<file path="config.mk">
export PLATFORM = sky130hd
export DESIGN_NAME = dbus_master
export DESIGN_NICKNAME = d
export VERILOG_FILES = /design/src/rtl/dbus_master.sv
export SDC_FILE = /design/constraint.sdc
export NUM_CORES = 1
export LEC_CHECK = 0
export CAP_MARGIN = 40
export CORE_UTILIZATION = 42
export DETAILED_ROUTE_END_ITERATION = 16
export PLACE_DENSITY_LB_ADDON = 0.12
export SETUP_SLACK_MARGIN = 0.02
export SLEW_MARGIN = 20
export SYNTH_ARGS = -nofsm -noshare
export SYNTH_HDL_FRONTEND = slang
export SYNTH_SLANG_ARGS = --single-unit
</file>
<file path="constraint.sdc">
create_clock -name i_clk -period 3.8 [get_ports i_clk]
set_input_delay 0.76 -clock i_clk [delete_from_list [all_inputs] [get_ports i_clk]]
set_output_delay 0.76 -clock i_clk [all_outputs]
set_load 0.01 [all_outputs]
</file>
<file path="src/rtl/dbus_master.sv">
// Data-bus master: registered request/grant/response handshake with per-access timeout.
// Stalls the core until each load or store completes or is aborted.
module dbus_master #(
  parameter int unsigned TIMEOUT = 255
) (
  input  logic        i_clk,
  input  logic        i_rst_n,
  input  logic        i_req_valid,
  input  logic        i_req_we,
  input  logic [31:0] i_req_addr,
  input  logic [3:0]  i_req_be,
  input  logic [31:0] i_req_wdata,
  output logic        o_stall,
  output logic [31:0] o_rdata,
  output logic        o_done,
  output logic        o_err,
  output logic        o_bus_req,
  output logic        o_bus_we,
  output logic [31:0] o_bus_addr,
  output logic [3:0]  o_bus_be,
  output logic [31:0] o_bus_wdata,
  input  logic        i_bus_gnt,
  input  logic        i_bus_rvalid,
  input  logic [31:0] i_bus_rdata
);

  localparam int unsigned CntW = (TIMEOUT > 2) ? $clog2(TIMEOUT) : 1;

  typedef enum logic [1:0] {StIdle, StReq, StWait, StDone} state_e;

  state_e            r_state, w_state_d;
  logic [CntW-1:0]   r_cnt, w_cnt_d, w_cnt_inc;
  logic              r_bus_req, w_bus_req_d;
  logic              r_bus_we, w_bus_we_d;
  logic [31:0]       r_bus_addr, w_bus_addr_d;
  logic [3:0]        r_bus_be, w_bus_be_d;
  logic [31:0]       r_bus_wdata, w_bus_wdata_d;
  logic [31:0]       r_rdata, w_rdata_d;
  logic              r_done, w_done_d;
  logic              r_err, w_err_d;
  logic              w_expired;
  logic              w_unused;

  // Byte offset is the select stage's concern; only the word address goes on the bus.
  assign w_unused = ^i_req_addr[1:0];

  // Counter saturates so a disabled timeout never wraps back into range.
  assign w_cnt_inc = (r_cnt == {CntW{1'b1}}) ? r_cnt : r_cnt + CntW'(1);
  assign w_expired = (TIMEOUT != 0) && ((32'(r_cnt) + 32'd1) >= TIMEOUT);

  always_comb begin
    w_state_d     = r_state;
    w_cnt_d       = r_cnt;
    w_bus_req_d   = r_bus_req;
    w_bus_we_d    = r_bus_we;
    w_bus_addr_d  = r_bus_addr;
    w_bus_be_d    = r_bus_be;
    w_bus_wdata_d = r_bus_wdata;
    w_rdata_d     = r_rdata;
    w_done_d      = 1'b0;
    w_err_d       = 1'b0;
    unique case (r_state)
      StIdle: begin
        if (i_req_valid) begin
          w_state_d     = StReq;
          w_cnt_d       = '0;
          w_bus_req_d   = 1'b1;
          w_bus_we_d    = i_req_we;
          w_bus_addr_d  = {i_req_addr[31:2], 2'b00};
          w_bus_be_d    = i_req_we ? i_req_be : 4'hF;
          w_bus_wdata_d = i_req_we ? i_req_wdata : 32'h0;
        end
      end
      StReq: begin
        w_cnt_d = w_cnt_inc;
        if (i_bus_gnt) begin
          w_bus_req_d = 1'b0;
          if (r_bus_we) begin
            w_state_d = StDone;
            w_done_d  = 1'b1;
          end else begin
            w_state_d = StWait;
          end
        end else if (w_expired) begin
          w_bus_req_d = 1'b0;
          w_rdata_d   = 32'h0;
          w_err_d     = 1'b1;
          w_done_d    = 1'b1;
          w_state_d   = StDone;
        end
      end
      StWait: begin
        w_cnt_d = w_cnt_inc;
        if (i_bus_rvalid) begin
          w_rdata_d = i_bus_rdata;
          w_done_d  = 1'b1;
          w_state_d = StDone;
        end else if (w_expired) begin
          w_rdata_d = 32'h0;
          w_err_d   = 1'b1;
          w_done_d  = 1'b1;
          w_state_d = StDone;
        end
      end
      StDone: begin
        w_state_d = StIdle;
      end
      default: begin
        w_state_d = StIdle;
      end
    endcase
  end

  always_ff @(posedge i_clk or negedge i_rst_n) begin
    if (!i_rst_n) begin
      r_state     <= StIdle;
      r_cnt       <= '0;
      r_bus_req   <= 1'b0;
      r_bus_we    <= 1'b0;
      r_bus_addr  <= 32'h0;
      r_bus_be    <= 4'h0;
      r_bus_wdata <= 32'h0;
      r_rdata     <= 32'h0;
      r_done      <= 1'b0;
      r_err       <= 1'b0;
    end else begin
      r_state     <= w_state_d;
      r_cnt       <= w_cnt_d;
      r_bus_req   <= w_bus_req_d;
      r_bus_we    <= w_bus_we_d;
      r_bus_addr  <= w_bus_addr_d;
      r_bus_be    <= w_bus_be_d;
      r_bus_wdata <= w_bus_wdata_d;
      r_rdata     <= w_rdata_d;
      r_done      <= w_done_d;
      r_err       <= w_err_d;
    end
  end

  assign o_stall     = i_req_valid & (r_state != StDone);
  assign o_rdata     = r_rdata;
  assign o_done      = r_done;
  assign o_err       = r_err;
  assign o_bus_req   = r_bus_req;
  assign o_bus_we    = r_bus_we;
  assign o_bus_addr  = r_bus_addr;
  assign o_bus_be    = r_bus_be;
  assign o_bus_wdata = r_bus_wdata;

endmodule

</file>
# Word-level counts from Yosys, hierarchy flattened
# Index checks and enable logic that the tools add are counted.
# op_classes
add_sub_neg,2
order_cmp,1
n_eq_ne,9
n_mux,27
bitwise_logic,1
n_reduce_logical,9
# ops
cell,n
2-to-1 mux 32 bit,4
case mux 32 bit (2 select lines),1
2-to-1 mux 8 bit,2
case mux 8 bit (2 select lines),1
2-to-1 mux 1 bit,10
adder 8 x 1 -> 9 bit (second input constant),1
>= comparator 9 x 8 -> 1 bit (second input constant),1
adder 8 x 1 -> 8 bit (second input constant),1
== test 8 bit (second input constant),1
2-to-1 mux 2 bit,4
inequality test 2 bit (second input constant),4
case mux 2 bit (4 select lines),1
case mux 1 bit (2 select lines),3
AND reduction 3 bit,2
nonzero test 2 bit,3
== test 2 bit (second input constant),2
2-to-1 mux 4 bit,1
AND reduction 2 bit,2
inequality test 3 bit (second input constant),1
== test 2 x 1 -> 1 bit (second input constant),1
logical NOT 2 bit,1
OR reduction 2 bit,1
AND 1 bit,1
# word_totals
ff_bits,112
wordCells,59

# Logic depth before layout (Yosys ltp)
# depth
ltp_word,5
mapped_depth,7
mapped_depth_nobuf,6

# Least setup slack after synthesis
# No wires, ideal clock.
# synth_timing
path_kind,flip-flop to flip-flop
from,reg r_cnt[0]
to,reg r_cnt[5]
setup_time_ns,0.121
arrival_ns,1.757
setup_slack_ns,1.922
stages_incl_launch_ff,7
n_path_buf,1
synth_period_minus_slack_ns,1.878
cell_sequence,dfrtp_1 ha_1 and3_1 clkbuf_1 a211oi_1 mux2_1 a22o_1
# synth_between
elab_chain_cells,3
# synth_rtl
element,line,rtl
from (decl),32,"logic [CntW-1:0] r_cnt, w_cnt_d, w_cnt_inc;"
from (signal assigned),128,r_cnt <= w_cnt_d;
adder 8 x 1 -> 8 bit or == test 8 bit (tied branches),48,assign w_cnt_inc = (r_cnt == {CntW{1'b1}}) ? r_cnt : r_cnt + CntW'(1);
2-to-1 mux 8 bit or inequality test 2 bit (tied branches),-,
case mux 8 bit (2 select lines) or AND reduction 3 bit (tied branches),-,
# Parallel ways exist; a longest one is shown, timed or not. The select of a mux whose other input is x is not followed.
# A chain may end at the register's enable or synchronous reset.

# Final worst setup path
# layout_timing
from,in i_req_valid
to,out o_stall
# layout_between
elab_chain_cells,1
# layout_rtl
element,line,rtl
from (decl),8,"input logic i_req_valid,"
AND 1 bit,140,assign o_stall = i_req_valid & (r_state != StDone);
to (decl),13,"output logic o_stall,"
# Every way passes these cells.

==> flow_metrics.tcl <==
set metrics [dict create \
    synth.top_cell.area_share_pct 54.4 \
    sequential_cell_area_sq_mm 0.00280 \
    endpoint_kind "output pin" \
    post_drt_via_cell_ratio 5.13 \
    leakage_nw 3.27 \
    placed_cell_area_sq_mm 0.00732 \
    synth.most_common_cell "dfrtp_1" \
    ys_seq_elements 112 \
    worstRegToRegCells 7 \
    rsz_0062_raised_after_global_routing "false" \
    post_cts_hold_buffer_count 0 \
    synth_cells 506 \
    worst_slack_ns 0.889 \
    cts.sink_count 112 \
    setup_viol 0 \
    source_to_sink_clock_delay_at_the_later_pin_of_the_worst_skew_pair_ns 0.35 \
    total_cts_buffers 9 \
    mappedNetlistArea_sq_mm 0.00515 \
    timing_max_transition_violations_final 0 \
    pin_count_of_the_biggest_net_entering_global_routing 74 \
    hpwlAfterDp_mm 9.37 \
    count_of_flip_flops_with_a_built_in_enable_after_synthesis 0 \
    worstSetupPathType "input port to output pin" \
    layout_worst_path_cycle_share_pct 76.6 \
    finalClockSkew_ns 0.00811 \
    drtIter0Drc 253 \
    finalCoreUtilization_pct 63.7 \
    worst-endpoint-arrival_ns 2.15 \
    max-vdd-ir-drop_v 0.000369 \
    layout.cell_area.non_filler_sq_mm 0.00761 \
    yosysWarnings 0 \
    timing.fmax_ghz 0.344 \
    die_area_sq_mm 0.0127 \
    ioPinCount 211 \
    antenna_left 0 \
    fill_cell_instance_count_of_the_final_layout 1018 \
    n_antenna_cell 0 \
    detail_route.wl_per_cell_microns 15.7 \
    dp_cells 832 \
    dominantRegCellSynth "dfrtp_1" \
    result_of_the_run "complete, no violations" \
    yosysTopAreaCell "dfrtp_1" \
    final_nets 810 \
    clock_slew_at_reported_path_ffs_ns 0.07 \
    clock_tree.htree_level_count 3 \
    placeableCoreArea_sq_mm 0.0120 \
    ys_types 42 \
    initial_utilization_pct 43.1 \
    cts_resized 0 \
    postSynthAreaPerCell_sq_um 10.2 \
    grt_antenna_before_repair 0 \
    clockBufferDepth 2 \
    synthTopCellsByArea "dfrtp_1 54%, o211ai_1 9.3%, nand2_1 7.9%" \
    root_buffer "clkbuf_16" \
    layoutNonFillerInstCount 849 \
    route.vias.total 4353 \
    power_density_mw_per_mm2 672 \
    grt_pass1_wl_mm 21.6 \
    dieHeight_microns 113 \
    width_of_the_die_microns 113 \
    worstPathMaxFanout 6 \
    core.rowCount 40 \
    wire_length_reported_by_the_detailed_router_mm 13.3 \
    io_buffer_count 206 \
    cap_violations 0 \
    multiInputGateArea_sq_mm 0.00205 \
    drc_errors 0 \
    worst_slew_pin_slew_ns 0.822 \
    report.final.hold_viol_count 0 \
    required_time_of_the_critical_path_ns 3.04 \
    drive_gt1_share_pct 8.97 \
    post-cts-setup-buffers 0 \
    cts_tree "yes" \
    hold_class "input port to asynchronous set/reset pin" \
    place_congestion 0.771 \
    fraction_of_registers_with_async_set_or_reset_after_synthesis_pct 100 \
    seq_area_frac_synth_pct 54.4 \
    area_delta_synth_final_pct 47.8 \
    grt.overflow.total 0 \
    first_global_vias 4316 \
    dpl_worst_slack_ns 0.916 \
    drt-pass1-iter-count 5 \
    finalWorstPathRequiredPeriod_ns 2.91 \
    synth.top_cells.by_count "112 x dfrtp_1, 108 x nand2_1, 64 x o211ai_1" \
    slew-limit-headroom_pct 45.0 \
    critPathLaunchType "input port" \
    grt.total_usage_pct 21.7 \
    totalNegativeSetupSlack_ns 0 \
]
==> state kept, by name, indices dropped and copies added (netlist names), 2 cells and up <==
register,flops
o_bus_be,4
r_state,2
r_cnt,8
o_rdata,32
o_bus_addr,30
o_bus_wdata,32
==> logic make-up after synthesis <==
logic type / synth area share, %
AOI/OAI and AO/OA: 17.8
xor gates and xnor gates: 0.704
adders and majority gates: 1.70
buffers and inverters: 6.12
DFF: 54.4
muxes: 7.60
other: 0.0728
and+or+nand+nor: 11.6
==> layout by cell type, fill, tap and decap left out, types with 2 or more instances in the layout <==
master / Yosys / final
dfrtp_1: 112 / 112
clkdlybuf4s50_1: 0 / 205
mux2_1: 2 / 2
nand3_1: 4 / 4
clkbuf_1: 23 / 2
mux2_2: 31 / 31
nand4_1: 4 / 4
a21boi_0: 2 / 2
conb_1: 1 / 2
nor2b_1: 7 / 7
ha_1: 7 / 7
nor2_1: 5 / 4
mux2i_1: 2 / 2
a211oi_1: 2 / 2
clkbuf_16: 0 / 9
o21ai_0: 47 / 47
and2_1: 4 / 4
a21oi_1: 2 / 2
and3_1: 3 / 3
o211ai_1: 64 / 64
clkinv_4: 0 / 2
o31ai_1: 3 / 3
inv_1: 38 / 38
buf_4: 3 / 6
o22ai_1: 2 / 2
a22o_1: 3 / 3
nand2_1: 108 / 107
nand2b_1: 3 / 3
==> layout make-up <==
cell class	count	share of cell area (%)
repair buffers	214	28.4
multi-input cells	322	26.9
flip-flops and latches	112	36.8
clock inverters	4	0.394
inverters	38	1.87
well taps	147	2.42
clock buffers	12	3.24
==> worst max-delay path, cell delays in order <==
cell and delay [ns]:
clkdlybuf4s50_1 0.64, nor2b_1 0.18, clkdlybuf4s50_1 0.57
==> routing by layer <==
layer | track usage (%) | routed length (microns)
met1 | 27.7 | 5680
met2 | 35.1 | 6400
met3 | 5.84 | 952
met4 | 8.98 | 295
met5 | 0 | 0
==> stage by stage <==
stage / power, mW / hold WS (ns)
floorplan: 3.03 / 0.464
global placement: 4.15 / 0.461
detailed placement: 4.25 / 0.469
CTS: 5.16 / 0.450
global route: 5.45 / 0.475
finish: 5.12 / 0.417
==> final timing paths <==
check                                   to  slack [ns]            from
min reg2reg                 o_bus_wdata[5]        0.48  o_bus_wdata[5]
min                             o_rdata[9]        0.42         i_rst_n
min in group i_clk          o_bus_wdata[5]        0.48  o_bus_wdata[5]
max in group asynchronous  o_bus_wdata[19]        2.63         i_rst_n
max reg2reg                    o_rdata[25]        1.65        r_cnt[0]
max                                o_stall        0.89     i_req_valid
==> power by group <==
part / internal (mW) / switching [mW]
clock network: 0.465 / 0.427
registers: 1.62 / 0.257
logic: 1.29 / 1.06
total: 3.38 / 1.74
Note: power is estimated with default switching activity, not from simulation.
